File: src/rtl/uart_rx.sv
// UART receiver: 2-flop rxd synchronizer, start-edge detect, mid-bit sampling
// driven by an external OVERSAMPLE x baud tick, and a one-deep holding register.
module uart_rx #(
   parameter int DATA_BITS  = 8,
   parameter int OVERSAMPLE = 16
) (
   input  logic                 clk,
   input  logic                 rst_n,
   input  logic                 rxd,
   input  logic                 baud_tick,
   input  logic                 rx_read,
   output logic                 receive_start,
   output logic [DATA_BITS-1:0] rx_data,
   output logic                 rx_valid,
   output logic                 framing_error,
   output logic                 overrun,
   output logic                 rx_busy
);

   localparam int TW = $clog2(OVERSAMPLE);
   localparam int BW = $clog2(DATA_BITS + 1);
   localparam logic [TW-1:0] T_MID  = TW'(OVERSAMPLE / 2 - 1);
   localparam logic [TW-1:0] T_END  = TW'(OVERSAMPLE - 1);
   localparam logic [TW-1:0] T_ONE  = TW'(1);
   localparam logic [BW-1:0] B_LAST = BW'(DATA_BITS - 1);
   localparam logic [BW-1:0] B_ONE  = BW'(1);

   typedef enum logic [1:0] {
      IDLE  = 2'd0,
      START = 2'd1,
      DATA  = 2'd2,
      STOP  = 2'd3
   } state_e;

   state_e                 state_q, state_d;
   logic                   sync1_q, sync2_q, prev_q;
   logic [TW-1:0]          tcnt_q, tcnt_d;
   logic [BW-1:0]          bcnt_q, bcnt_d;
   logic [DATA_BITS-1:0]   shift_q, shift_d;
   logic [DATA_BITS-1:0]   data_q, data_d;
   logic                   valid_q, valid_d;
   logic                   fe_q, fe_d;
   logic                   ovr_q, ovr_d;
   logic                   start_q, start_d;
   logic                   busy_q;
   logic                   fall_s, done_ok_s, done_fe_s;

   assign fall_s = prev_q & ~sync2_q;

   // Synchronizer and edge-detect flops; idle-high reset avoids a false start
   always_ff @(posedge clk or negedge rst_n) begin
      if (!rst_n) begin
         sync1_q <= 1'b1;
         sync2_q <= 1'b1;
         prev_q  <= 1'b1;
      end else begin
         sync1_q <= rxd;
         sync2_q <= sync1_q;
         prev_q  <= sync2_q;
      end
   end

   // FSM state register
   always_ff @(posedge clk or negedge rst_n) begin
      if (!rst_n) begin
         state_q <= IDLE;
      end else begin
         state_q <= state_d;
      end
   end

   // Next-state, tick/bit counting and data shifting
   always_comb begin
      state_d   = state_q;
      tcnt_d    = tcnt_q;
      bcnt_d    = bcnt_q;
      shift_d   = shift_q;
      start_d   = 1'b0;
      done_ok_s = 1'b0;
      done_fe_s = 1'b0;
      case (state_q)
         IDLE: begin
            if (fall_s) begin
               start_d = 1'b1;
               tcnt_d  = '0;
               state_d = START;
            end else begin
               state_d = IDLE;
            end
         end
         START: begin
            if (baud_tick) begin
               if (tcnt_q == T_MID) begin
                  // a high sample at mid start bit is a glitch, not a frame
                  if (!sync2_q) begin
                     tcnt_d  = '0;
                     bcnt_d  = '0;
                     state_d = DATA;
                  end else begin
                     state_d = IDLE;
                  end
               end else begin
                  tcnt_d = tcnt_q + T_ONE;
               end
            end else begin
               tcnt_d = tcnt_q;
            end
         end
         DATA: begin
            if (baud_tick) begin
               if (tcnt_q == T_END) begin
                  shift_d = {sync2_q, shift_q[DATA_BITS-1:1]};
                  tcnt_d  = '0;
                  bcnt_d  = bcnt_q + B_ONE;
                  if (bcnt_q == B_LAST) begin
                     state_d = STOP;
                  end else begin
                     state_d = DATA;
                  end
               end else begin
                  tcnt_d = tcnt_q + T_ONE;
               end
            end else begin
               tcnt_d = tcnt_q;
            end
         end
         STOP: begin
            if (baud_tick) begin
               if (tcnt_q == T_END) begin
                  tcnt_d  = '0;
                  state_d = IDLE;
                  if (sync2_q) begin
                     done_ok_s = 1'b1;
                  end else begin
                     done_fe_s = 1'b1;
                  end
               end else begin
                  tcnt_d = tcnt_q + T_ONE;
               end
            end else begin
               tcnt_d = tcnt_q;
            end
         end
         default: begin
            state_d = IDLE;
         end
      endcase
   end

   // Holding register and flags; a completion in the same cycle as rx_read wins
   always_comb begin
      data_d  = data_q;
      valid_d = valid_q;
      fe_d    = fe_q;
      ovr_d   = ovr_q;
      if (done_ok_s) begin
         data_d  = shift_q;
         valid_d = 1'b1;
         fe_d    = rx_read ? 1'b0 : fe_q;
         ovr_d   = rx_read ? 1'b0 : (ovr_q | valid_q);
      end else if (done_fe_s) begin
         fe_d    = 1'b1;
         valid_d = rx_read ? 1'b0 : valid_q;
         ovr_d   = rx_read ? 1'b0 : ovr_q;
      end else if (rx_read) begin
         valid_d = 1'b0;
         fe_d    = 1'b0;
         ovr_d   = 1'b0;
      end else begin
         valid_d = valid_q;
      end
   end

   // Datapath registers and registered outputs
   always_ff @(posedge clk or negedge rst_n) begin
      if (!rst_n) begin
         tcnt_q  <= '0;
         bcnt_q  <= '0;
         shift_q <= '0;
         data_q  <= '0;
         valid_q <= 1'b0;
         fe_q    <= 1'b0;
         ovr_q   <= 1'b0;
         start_q <= 1'b0;
         busy_q  <= 1'b0;
      end else begin
         tcnt_q  <= tcnt_d;
         bcnt_q  <= bcnt_d;
         shift_q <= shift_d;
         data_q  <= data_d;
         valid_q <= valid_d;
         fe_q    <= fe_d;
         ovr_q   <= ovr_d;
         start_q <= start_d;
         busy_q  <= (state_d != IDLE);
      end
   end

   assign receive_start = start_q;
   assign rx_data       = data_q;
   assign rx_valid      = valid_q;
   assign framing_error = fe_q;
   assign overrun       = ovr_q;
   assign rx_busy       = busy_q;

endmodule

File: config.mk
export PLATFORM = sky130hd
export DESIGN_NAME = uart_rx
export DESIGN_NICKNAME = d
export VERILOG_FILES = /design/src/rtl/uart_rx.sv
export SDC_FILE = /design/constraint.sdc
export NUM_CORES = 1
export LEC_CHECK = 0
export CORE_AREA = 2 2 59 61
export CTS_CLUSTER_DIAMETER = 120
export DETAILED_ROUTE_END_ITERATION = 12
export DIE_AREA = 0 0 61 63
export PLACE_DENSITY = 0.71
export SYNTH_ARGS = -nofsm -noshare
export SYNTH_HDL_FRONTEND = slang
export SYNTH_SLANG_ARGS = --single-unit
File: constraint.sdc
create_clock -name clk -period 1.5 [get_ports clk]
set_input_delay 0.3 -clock clk [delete_from_list [all_inputs] [get_ports clk]]
set_output_delay 0.3 -clock clk [all_outputs]
set_load 0.01 [all_outputs]
==> results.md, run 1 <==
- Status: finished clean
- Clk slew on worst S/H paths: 110 ps
- RSZ-0062 raised after global routing: true
- Synth Area in Compound Gates: 11.1%
- Total of max-cap violations: 0
- Primary FF master, synth: dfrtp_1
- Placed cell count: 195
- WP buf/inv: 0
- F_max: 670 MHz
- Post-synth top area share: 52.2%
- Diode count: 0
- P_leak: 0.000933 µW
- Finished Layout Cells: 205
- Worst Tran Pin Value: 333 ps
- Vias in the first global route: 1140
- Main area contributors after synthesis: dfrtp_1 (52%), mux2_2 (11%), dfstp_2 (5.3%), o21ai_0 (3.4%), o22ai_1 (2.1%)
- Port Buffers: 17
- Post-Synth XOR/XNOR Area: 1.18%
- P per Cell Area: 1280 mW/mm²
- Post-Synth Adder-Cell Area: 1.68%
- Worst-skew pair later-pin latency: 350 ps
- Cell taking the most area after synthesis: dfrtp_1
- Worst setup EP type: register
- Starting DRT DRC Count: 23
- Slew HR: 77.5%
- Crit path max-delay cell type: dfrtp_1
- Drt total wl: 2.87 mm
- NetSw: 835 µW
- CORE AREA: 0.00323 mm²
- Clock skew: 7.96 ps
- # clock sinks: 34
- Syn_nets: 129
- DIE HEIGHT: 63 µm
- Internal: 1630 µW
- Initial Util: 46.0%
- Post-synth EDFFs: 0
- CTS tree: built
- Ports: 18
- GRT Resource Usage Total: 17.4%
- Crit path launch type: register
- Crit path cell chain: ha_4, nand4_4, nor2_4, mux2_2
- Min-Delay Path Class: in -> async
- Post-Synth Simple-Gate Area: 13.7%
- Grt ovf: 0
- Reg power frac: 47.9%
- FP Rows: 21
- Max incr delay on CP: 400 ps
- Comb pwr share: 29.6%
- Number of routed nets with antenna violations: 0
- Min Clock Period, post-route: 1490 ps
- Antenna violations before repair: 0
- Final Util: 59.8%
- Die X: 61 µm
- Die area: 0.00384 mm²
- Yosys reg bits: 34
- Register area share after synthesis: 57.5%
- Mux cell area share after synthesis: 12.0%
- Most frequent cells after synthesis: dfrtp_1 (31), mux2_2 (15), o21ai_0 (10)
- Pins Over Slew Limit: 0
- Reg2Reg Depth: 4
- Most numerous cell in the Yosys netlist: dfrtp_1
- Clk pwr share: 22.5%
- First-pass DRT Iterations: 4
- Routability-driven placement congestion ratio: 0.813
- Final Hold Violating Endpoints: 0
- Root buffer selected by CTS: clkbuf_4
- CTS H-tree depth: 2
- CP top delay family: simple AND/OR/NAND/NOR gates
- CP required: 1740 ps
- Largest net degree at the start of global routing: 35
- Arr. time, crit path: 1740 ps
- Worst hold-check slack: 293 ps
- CP Max Fanout: 8
- Fraction of layout cells with a size suffix above 1: 35.2%
- CP Launch Point: tcnt_q[0]$_DFFE_PN0P_
- Reg-to-reg startpoint: tcnt_q[0]$_DFFE_PN0P_
- Routed len/inst: 14.0 µm
- Reg2reg end: rx_data[6]$_DFFE_PN0P_
- Asr flop ratio synth: 100%
- Post-detail-place hpwl: 1.90 mm
- Syn avg cell area: 12.2 µm²
- IR drop worst, VDD: 744 µV
- DR vias: 1092
- Mapped cell area: 0.00149 mm²
- Setup violations, final: 0
- Critical path class: reg -> reg
- Period utilisation layout: 99.5%
- Sw frac: 33.9%
- Main combinational cell family by area after synthesis: simple AND/OR/NAND/NOR gates
- DRC: 0
- Layout area overhead: 30.1%
- Post-Syn Instances: 122
- Setup_tns: 0 ps
- First-pass GRT wire length: 4.96 mm
- Syn. warnings: 0
- Nets@finish: 165
- Vias per cell: 5.33
- TritonCTS buffer count: 5
- Clk buf depth: 2
- Count of different cell masters after synthesis: 34
- Flop2flop setup slack: 7 ps
[layout make-up]
class	count	area, µm²
Clock buffer	6	51.3
Multi-Input combinational cell	79	651
Inverter	5	18.8
Clock inverter	2	12.5
Timing Repair Buffer	33	287
Sequential cell	34	856
Tap cell	46	57.6
Fill cell	277	1300
[worst max-delay path by stage]
stage / end / slack, ps / depth (start not counted)
floorplan: bcnt_q[3]$_DFFE_PN0P_ / 30 / 4
global placement: rx_data[0]$_DFFE_PN0P_ / -230 / 4
detailed placement: rx_data[5]$_DFFE_PN0P_ / -280 / 4
CTS: bcnt_q[3]$_DFFE_PN0P_ / 6 / 4
global route: rx_data[6]$_DFFE_PN0P_ / -60 / 4
finish: rx_data[6]$_DFFE_PN0P_ / 7 / 4
[cells in the final DEF (no fill, tap or decap), types with 2 or more instances in the layout]
master | synthesis | layout
nand3_1 | 6 | 5
buf_4 | 1 | 15
o21ai_0 | 10 | 10
and4_1 | 2 | 2
nor2_1 | 4 | 4
mux2_4 | 0 | 2
nand2b_1 | 3 | 2
nand2_1 | 7 | 6
o22ai_1 | 5 | 5
clkbuf_4 | 0 | 5
mux2_2 | 15 | 13
or4_4 | 0 | 2
inv_1 | 5 | 5
dlygate4sd2_1 | 0 | 13
dfrtp_1 | 31 | 30
clkdlybuf4s50_1 | 0 | 4
xor2_1 | 2 | 2
dfstp_2 | 3 | 3
o211ai_1 | 2 | 2
o21a_1 | 2 | 2
[power by group through the flow]
stage          combinational [µW]  sequential [µW]  clock [µW]
3_3_place_gp                  669             1180           0
6_report                      732             1180         554
2_1_floorplan                 477             1120           0
3_5_place_dp                  693             1180           0
5_1_grt                       822             1200         620
4_1_cts                       713             1170         570
[layer usage]
layer	global-route usage, %	part of all wire (%)	wire, µm
met4	8.42	2.4	70
met5	0	0	0
met2	27.2	51	1460
met1	20.8	43	1230
met3	6.42	3.9	112
[through the flow]
step / total power, µW / worst slack (ps) / cell area (µm²)
final: 2470 / 7.46 / 1930
after global routing: 2640 / -55.7 / 1930
after CTS: 2450 / 5.98 / 1900
after detailed placement: 1870 / -278 / 1830
after global placement: 1850 / -234 / 1830
after floorplan: 1600 / 29.6 / 1500
[sequential cells by signal, indices dropped and copies added (netlist names)]
signal and cells:
framing_error 1, state_q 2, receive_start 1, prev_q 1
tcnt_q 4, overrun 1, rx_busy 1, bcnt_q 4
sync2_q 1, shift_q 8, rx_valid 1, rx_data 8
sync1_q 1
[timing repair]
action	in CTS	in global routing
pin swaps	3	3
buffers inserted	1	1
setup endpoints to repair	29	22
hold buffers	0	0
resized for setup	17	8
[cell families (layout without fill, tap and decap cells)]
group | count (synthesis) | after routing
xor+xnor | 2 | 2
fa+ha+maj | 2 | 2
buf+inv | 9 | 46
simple gates | 33 | 33
mux | 16 | 16
compound gates | 26 | 26
flops | 34 | 34
(Power assumes the default switching activity.)
==> run 2, diff against run 1 <==
- CORE_AREA: 2 2 59 61 -> 3 3 47 80
- DIE_AREA: 0 0 61 63 -> 0 0 50 83
- PLACE_DENSITY: 0.71 -> 0.7
- SETUP_SLACK_MARGIN: not set -> 0.1
==> results.md, run 2 (synthesis results as in run 1) <==
- Die X: 50 µm (was 61 µm)
- Min-Delay Startpoint: sync1_q$_DFF_PN1_
- Ports: 18 (unchanged)
- Worst setup EP type: register (unchanged)
- P per Cell Area: 1360 mW/mm² (was 1280 mW/mm²)
- Total of max-cap violations: 0 (unchanged)
- Routed len/inst: 16.0 µm (was 14.0 µm)
- Crit path launch type: register (unchanged)
- Port Buffers: 17 (unchanged)
- Number of routed nets with antenna violations: 0 (unchanged)
- Vias per cell: 5.33 (about the same)
- Reg-to-reg startpoint: tcnt_q[1]$_DFFE_PN0P_ (was tcnt_q[0]$_DFFE_PN0P_)
- Clk buf depth: 2 (unchanged)
- Nets@finish: 171 (was 165)
- CTS tree: built (unchanged)
- DIE HEIGHT: 83 µm (was 63 µm)
- Min-Delay Path Class: reg -> reg (was in -> async)
- Min-Delay Path Depth: 0
- Flop2flop setup slack: 40 ps (was 7 ps)
- Commonest cells after routing, fill and taps aside: dfrtp_1 (29), buf_4 (19), dlygate4sd2_1 (14), mux2_4 (8), clkbuf_8 (8) (was dfrtp_1 (30), buf_4 (15), mux2_2 (13), dlygate4sd2_1 (13), o21ai_0 (10))
- Critical path class: reg -> reg (unchanged)
- Clock skew: 3.34 ps (was 7.96 ps)
- Final Hold Violating Endpoints: 0 (unchanged)
- Antenna violations before repair: 0 (unchanged)
- Diode count: 0 (unchanged)
- CTS H-tree depth: 2 (unchanged)
- Starting DRT DRC Count: 18 (was 23)
- DR vias: 1108 (was 1092)
- Largest net degree at the start of global routing: 35 (unchanged)
- DRC: 0 (unchanged)
- CP required: 1700 ps (was 1740 ps)
- IR drop worst, VDD: 891 µV (was 744 µV)
- Fraction of layout cells with a size suffix above 1: 41.2% (was 35.2%)
- Layout area overhead: 42.1% (was 30.1%)
- Pins Over Slew Limit: 0 (unchanged)
- FP Rows: 27 (was 21)
- CP Max Fanout: 7 (was 8)
- Arr. time, crit path: 1660 ps (was 1740 ps)
- First-pass DRT Iterations: 4 (unchanged)
- Post-detail-place hpwl: 2.26 mm (was 1.90 mm)
- Worst Tran Pin Value: 273 ps (was 333 ps)
- Placed cell count: 192 (was 195)
- Setup_tns: 0 ps (unchanged)
- Crit path max-delay cell type: or4_4 (was dfrtp_1)
- Commonest non-fill, non-tap cell in the layout: dfrtp_1 (unchanged)
- GRT Resource Usage Total: 17.8% (was 17.4%)
- # clock sinks: 34 (unchanged)
- TritonCTS buffer count: 5 (unchanged)
- P_leak: 0.000999 µW (was 0.000933 µW)
- CORE AREA: 0.00321 mm² (was 0.00323 mm²)
- Initial Util: 46.3% (was 46.0%)
- F_max: 686 MHz (was 670 MHz)
- Drt total wl: 3.33 mm (was 2.87 mm)
- RSZ-0062 raised after global routing: true (unchanged)
- Slew HR: 81.7% (was 77.5%)
- Setup violations, final: 0 (unchanged)
- Routability-driven placement congestion ratio: 0.795 (was 0.813)
- Period utilisation layout: 97.2% (was 99.5%)
- Min Clock Period, post-route: 1460 ps (was 1490 ps)
- Die area: 0.00415 mm² (was 0.00384 mm²)
- Root buffer selected by CTS: clkbuf_8 (was clkbuf_4)
- Clk slew on worst S/H paths: 70 ps (was 110 ps)
- Reg2Reg Depth: 4 (unchanged)
- Finished Layout Cells: 208 (was 205)
- Crit path cell chain: ha_4, nand4_4, or4_4, o211ai_1 (was ha_4, nand4_4, nor2_4, mux2_2)
- Destination of the worst hold path: sync2_q$_DFF_PN1_
- Vias in the first global route: 1220 (was 1140)
- First-pass GRT wire length: 5.65 mm (was 4.96 mm)
- Grt ovf: 0 (unchanged)
- Reg2reg end: rx_busy$_DFF_PN0_ (was rx_data[6]$_DFFE_PN0P_)
- Worst-skew pair later-pin latency: 280 ps (was 350 ps)
- Max incr delay on CP: 530 ps (was 400 ps)
- Status: finished clean (unchanged)
[run 2: changes by cell type in the layout (fill, tap and decap cells not counted), moves of 4 or more]
cell / change
mux2_4: +6
buf_4: +4
o21ai_1: +4
clkbuf_8: +7
clkbuf_4: -5
o21ai_0: -5
mux2_2: -6
[run 2: routing by layer]
metal / GRT usage [%] / vias to the layer above / wire, µm
li1: - / 525 / -
met1: 19.6 / 543 / 1270
met2: 31.1 / 28 / 1860
met3: 3.95 / 12 / 97
met4: 8.56 / 0 / 101
met5: 0 / - / 0
[run 2: how the worst max path moves through the flow]
stage | from | endpoint | cells after the start
global route | tcnt_q[1]$_DFFE_PN0P_ | rx_busy$_DFF_PN0_ | 4
floorplan | tcnt_q[0]$_DFFE_PN0P_ | rx_busy$_DFF_PN0_ | 4
CTS | tcnt_q[0]$_DFFE_PN0P_ | rx_data[5]$_DFFE_PN0P_ | 5
detailed placement | baud_tick | rx_data[0]$_DFFE_PN0P_ | 4
global placement | baud_tick | shift_q[1]$_DFFE_PN0P_ | 4
finish | tcnt_q[1]$_DFFE_PN0P_ | rx_busy$_DFF_PN0_ | 4
[run 2: cell type report]
class | instances | area (µm²)
Clock buffer | 8 | 110
Fill cell | 258 | 1100
Inverter | 5 | 18.8
Multi-Input combinational cell | 79 | 726
Sequential cell | 34 | 857
Tap cell | 43 | 53.8
Timing Repair Buffer | 39 | 347
[run 2: per-stage QoR]
| step | total power [µW] | utilization [%] | worst slack [ps] | cell area, µm² | hold slack (ps) |
|---|---|---|---|---|---|
| after floorplan | 1610 | - | 87.7 | 1510 | 4.41 |
| after global placement | 1880 | 57.1 | -246 | 1830 | 347 |
| after detailed placement | 1910 | 57.1 | -304 | 1830 | 350 |
| after CTS | 2780 | 63.8 | 14.0 | 2050 | 360 |
| after global routing | 3040 | 65.8 | -40.6 | 2110 | 367 |
| final | 2880 | 65.8 | 41.5 | 2110 | 357 |
[run 2: critical path: cells and delay by family (launching register included)]
| kind | cells | cell delay, ps |
|---|---|---|
| flip-flops | 1 | 390 |
| AND/OR/NAND/NOR | 2 | 680 |
| AO/OA/AOI/OAI | 1 | 100 |
| adder cells (fa/ha/maj) | 1 | 190 |
[run 2: power by group]
part / switching [µW] / leakage (µW) / internal [µW]
combinational: 431 / 0.000500 / 464
sequential: 160 / 0.000442 / 1040
clock: 317 / 0.0000575 / 463
total: 907 / 0.000999 / 1970
[run 2: timing repair]
item / in CTS / in global routing
buffers inserted: 6 / 2
gates resized for setup: 33 / 12
setup endpoints to repair: 36 / 26
hold buffers: 0 / 0
pin swaps: 5 / 3
==> run 3, diff against run 2 <==
- SETUP_SLACK_MARGIN: 0.1 -> 0.4
==> results.md, run 3 (synthesis results as in run 1) <==
- Number of routed nets with antenna violations: 0 (unchanged)
- CTS tree: built (unchanged)
- Commonest non-fill, non-tap cell in the layout: dfrtp_1 (unchanged)
- Setup violations, final: 0 (unchanged)
- Setup_tns: 0 ps (unchanged)
- P_leak: 0.000993 µW (was 0.000999 µW)
- First-pass GRT wire length: 6.15 mm (was 5.65 mm)
- GRT Resource Usage Total: 19.3% (was 17.8%)
- Commonest cells after routing, fill and taps aside: dfrtp_1 (27), buf_4 (22), buf_2 (12), mux2_4 (8), o21ai_1 (8) (was dfrtp_1 (29), buf_4 (19), dlygate4sd2_1 (14), mux2_4 (8), clkbuf_8 (8))
- Placed cell count: 192 (unchanged)
- Fraction of layout cells with a size suffix above 1: 54.1% (was 41.2%)
- Finished Layout Cells: 215 (was 208)
- Vias per cell: 5.51 (was 5.33)
- Nets@finish: 179 (was 171)
- Drt total wl: 3.61 mm (was 3.33 mm)
- Crit path launch type: register (unchanged)
- Grt ovf: 0 (unchanged)
- Min-Delay Path Class: reg -> reg (unchanged)
- Ports: 18 (unchanged)
- Worst-skew pair later-pin latency: 280 ps (about the same)
- F_max: 688 MHz (was 686 MHz)
- Die area: 0.00415 mm² (unchanged)
- Worst setup EP type: register (unchanged)
- FP Rows: 27 (unchanged)
- Starting DRT DRC Count: 23 (was 18)
- Largest net degree at the start of global routing: 35 (unchanged)
- Critical path class: reg -> reg (unchanged)
- IR drop worst, VDD: 919 µV (was 891 µV)
- Min Clock Period, post-route: 1450 ps (was 1460 ps)
- Worst hold-check slack: 356 ps (was 357 ps)
- Max incr delay on CP: 400 ps (was 530 ps)
- Pins Over Slew Limit: 0 (unchanged)
- Met2 Use GR: 34.0% (was 31.1%)
- # fillers: 239 (was 258)
- Clk buf depth: 2 (unchanged)
- Port Buffers: 17 (unchanged)
- P per Cell Area: 1320 mW/mm² (was 1360 mW/mm²)
- CP Max Fanout: 8 (was 7)
- Initial Util: 46.3% (unchanged)
- DP Worst Slack: -320 ps (was -304 ps)
- Die X: 50 µm (unchanged)
- Crit path cell chain: ha_4, nand4_4, nor2_4, buf_12, mux2_4 (was ha_4, nand4_4, or4_4, o211ai_1)
- TritonCTS buffer count: 5 (unchanged)
- Antenna violations before repair: 0 (unchanged)
- Layout area overhead: 43.1% (was 42.1%)
- # clock sinks: 34 (unchanged)
- Total of max-cap violations: 0 (unchanged)
- Clk slew on worst S/H paths: 70 ps (about the same)
- CP required: 1660 ps (was 1700 ps)
- CP top delay family: flip-flops (was simple AND/OR/NAND/NOR gates)
- Crit path max-delay cell type: dfrtp_1 (was or4_4)
- Met1 usage: 21.1% (was 19.6%)
- WP buf/inv: 1 (was 0)
- GR met3 Demand/Resource: 3.41% (was 3.95%)
- DIE HEIGHT: 83 µm (unchanged)
- Worst Setup Slack, final: 46.3 ps (was 41.5 ps)
- RSZ-0062 raised after global routing: true (unchanged)
- Worst Tran Pin Value: 303 ps (was 273 ps)
- Diode count: 0 (unchanged)
- Vias in the first global route: 1297 (was 1220)
- Routed len/inst: 16.8 µm (was 16.0 µm)
- First-pass DRT Iterations: 4 (unchanged)
- CTS H-tree depth: 2 (unchanged)
- Post-detail-place hpwl: 2.30 mm (was 2.26 mm)
- Slew HR: 79.8% (was 81.7%)
- Period utilisation layout: 96.9% (was 97.2%)
- Arr. time, crit path: 1620 ps (was 1660 ps)
- Root buffer selected by CTS: clkbuf_8 (unchanged)
- CORE AREA: 0.00321 mm² (unchanged)
- Clock skew: 7.34 ps (was 3.34 ps)
- Busiest grt layer: met2 (unchanged)
- Final Hold Violating Endpoints: 0 (unchanged)
- Routability-driven placement congestion ratio: 0.825 (was 0.795)
- DR vias: 1184 (was 1108)
- Status: finished clean (unchanged)
- DRC: 0 (unchanged)
-- run 3: cell count changes in the layout (fill, tap and decap cells not counted), moves of 3 or more --
| cell | before | now |
|---|---|---|
| dlygate4sd2_1 | 14 | 1 |
| buf_2 | 0 | 12 |
| buf_6 | 1 | 7 |
| o21ai_0 | 5 | 1 |
| o21ai_1 | 4 | 8 |
| buf_4 | 19 | 22 |
| clkbuf_8 | 8 | 5 |
-- run 3: layout make-up --
class	count	area (µm²)	share of cell area (%)
inverters	5	18.8	0.882
multi-input cells	79	736	34.6
well taps	43	53.8	2.53
flip-flops and latches	34	860	40.4
repair buffers	47	383	18.0
clock buffers	7	76.3	3.59
-- run 3: per-stage QoR --
step | utilization, % | total power, µW | area [µm²]
2_1_floorplan | - | 1620 | 1530
3_3_place_gp | 57.6 | 1860 | 1850
3_5_place_dp | 57.6 | 1900 | 1850
4_1_cts | 64.1 | 2740 | 2060
5_1_grt | 66.3 | 2960 | 2130
6_report | 66.3 | 2800 | 2130
-- run 3: what timing repair did --
action,CTS,global route
hold buffers,0,0
hold endpoints to repair,0,0
resized for setup,83,13
setup buffers,12,4
pin swaps,8,9
setup endpoints to repair,44,41
-- run 3: path summary, 6_finish.rpt --
kind                                        from                     end  slack, ps  depth (start not counted)
max                        tcnt_q[1]$_DFFE_PN0P_  rx_data[6]$_DFFE_PN0P_         50                          5
min                            sync1_q$_DFF_PN1_       sync2_q$_DFF_PN1_        360                          0
max reg2reg                tcnt_q[1]$_DFFE_PN0P_  rx_data[6]$_DFFE_PN0P_         50                          5
min reg2reg                    sync1_q$_DFF_PN1_       sync2_q$_DFF_PN1_        360                          0
max in group asynchronous                  rst_n       sync1_q$_DFF_PN1_        870                          2
min in group asynchronous                  rst_n    rx_valid$_DFFE_PN0P_        390                          2
-- run 3: layer usage --
metal / share of wire [%] / vias up
met2: 58 / 30
li1: - / 545
met5: 0 / -
met1: 37 / 601
met3: 3.1 / 8
met4: 2.0 / 0
-- run 3: report_power, final --
part	total (µW)	switching (µW)	leakage (µW)	internal, µW
clock	628	309	0.0000383	319
sequential	1210	165	0.000440	1050
combinational	960	454	0.000514	506
==> edit, RTL diff (flow settings as in run 2) <==
Encoding of `state_e`: now one-hot (4 bits for 4 states).
--- a/src/rtl/uart_rx.sv
+++ b/src/rtl/uart_rx.sv
@@ -25,11 +25,11 @@
    localparam logic [BW-1:0] B_LAST = BW'(DATA_BITS - 1);
    localparam logic [BW-1:0] B_ONE  = BW'(1);
 
-   typedef enum logic [1:0] {
-      IDLE  = 2'd0,
-      START = 2'd1,
-      DATA  = 2'd2,
-      STOP  = 2'd3
+   typedef enum logic [3:0] {
+      IDLE  = 4'b0001,
+      START = 4'b0010,
+      DATA  = 4'b0100,
+      STOP  = 4'b1000
    } state_e;
 
    state_e                 state_q, state_d;
Behaviour: no difference found for any inputs over 10 cycles, from zero or initial values and one cycle with rst_n low; not proved beyond that.
==> edit against run 2 <==
Via count up 19%; worst setup slack got worse by 0.29 ns; cell area grew 17%; area after synthesis rose by 12%; critical endpoint is now bcnt_q[3]$_DFFE_PN0P_; critical path type unchanged; sequential cell count increased by 2; the flow now finishes with violations (setup timing); wire length up 39%; highest routed layer unchanged; global-route usage increased by 5.1 points.
Power is not compared: it rests on default switching activity, and its combinational part moved more than twofold at a synthesized area within 25%.
==> edit: results (changes against run 2) <==
STA
  – Final setup margin: -0.246 ns (-0.288 ns)
  – Actual slew at the worst max-slew pin: 0.427 ns (+0.154 ns)
  – Hold_ws: 0.357 ns (-0.000264 ns)
  – Fin Clk Skew: 0.00766 ns (+0.00432 ns)
  – Setup TNS: -3.13 ns (-3.13 ns)
  – Setup violators final: 27 (+27)

Synthesis
  – Most frequent cells after synthesis: 32 x dfrtp_1, 12 x inv_1, 8 x mux2_2
  – Sequential area share after synthesis: 0.544 (-0.0314)
  – Post-synth EDFFs: 0 (unchanged)
  – Share of the synthesized area in the top cell type: 0.480 (-0.0414)
  – Syn nets: 144 (+12%)
  – Top cells by area, synth: dfrtp_1 48%, dfstp_2 6.3%, mux2_2 5.4%, mux2_1 4.7%, inv_1 2.7%

Routing
  – Met2 Wirelength: 2710 um (+46%)
  – Detailed Route Iter0 Violations: 37 (+19)
  – Via total after detailed routing: 1,318 (+19%)
  – DR WL met3: 132 um (+36%)
  – Metal1 wirelength: 1560 um (+23%)
  – Total wire length: 4610 um (+39%)

Critical path
  – Worst Reg-to-Reg Cells: 5 (+1)
  – Worst r2r dst: bcnt_q[3]$_DFFE_PN0P_
  – R2r startpoint: state_q[1]$_DFF_PN0_
  – Max FO, Critical Path: 5 (-2)
  – Arr. time, crit path: 1.94 ns (+0.28 ns)

Finish
  – Layout cells sized above 1: 0.476 (+0.0643)
  – NumNets Final: 197 (+15%)

Global route
  – GR Util met3: 0.0539 (+0.0144)
  – Vias in the first global route: 1,486 (+22%)
  – First-pass GRT wire length: 6980 um (+24%)
  – Met1 GRT Util: 0.222 (+0.0261)
  – Grt met2 use: 0.395 (+0.0845)

Placed design
  – Global placement routability congestion: 0.874 (+9.9%)
  – DP HPWL: 2640 um (+17%)

Status
  – Failing checks: setup timing
  – Outcome: finished, violations left
[edit: changes by cell type after synthesis, sizes merged, moves of 3 or more]
| cell | delta |
|---|---|
| inv | +8 |
| o22ai | -4 |
| nand2 | -3 |
| nor2 | +3 |
| nor3 | +3 |
[edit: per-stage QoR]
stage / area, um2 / power, mW / worst slack [ns] / std cells / util
2_1_floorplan: 1720 / 1.09 / -0.298 / 137 / -
3_3_place_gp: 2060 / 1.17 / -0.379 / 214 / 0.641
3_5_place_dp: 2060 / 1.17 / -0.438 / 214 / 0.641
4_1_cts: 2380 / 2.05 / -0.166 / 230 / 0.743
5_1_grt: 2480 / 2.12 / -0.266 / 234 / 0.772
6_report: 2480 / 2.05 / -0.246 / 234 / 0.772
[edit: kinds of logic (layout without fill, tap and decap cells)]
kind of cell / count (synthesis) / count (layout) / synth area share
fa+ha+maj: 2 / 2 / 0.0150
simple gates: 37 / 39 / 0.152
compound gates: 23 / 23 / 0.0976
buf+inv: 19 / 71 / 0.0623
flops: 36 / 36 / 0.544
xor+xnor: 2 / 2 / 0.0105
mux: 18 / 18 / 0.119
[edit: critical path: stages (launching register included)]
cell,delay (ns)
dfrtp_1,0.43
or4b_4,0.63
buf_4,0.19
nor3_2,0.14
nor2_1,0.08
a31oi_1,0.19
[edit: what timing repair did]
action / 4_1_cts / 5_1_grt
buffers inserted: 6 / 4
cloned: 2 / 0
endpoints found under the setup margin: 44 / 33
pin swaps: 9 / 12
gates resized for setup: 49 / 17
[edit: final cells by class]
| cell class | count | area [um2] |
|---|---|---|
| sequential | 36 | 906 |
| clock inverter | 2 | 35.0 |
| fill | 193 | 733 |
| clock buffer | 6 | 72.6 |
| inverter | 13 | 48.8 |
| timing repair buffer | 50 | 442 |
| multi-input combinational | 84 | 918 |
| tap | 43 | 53.8 |
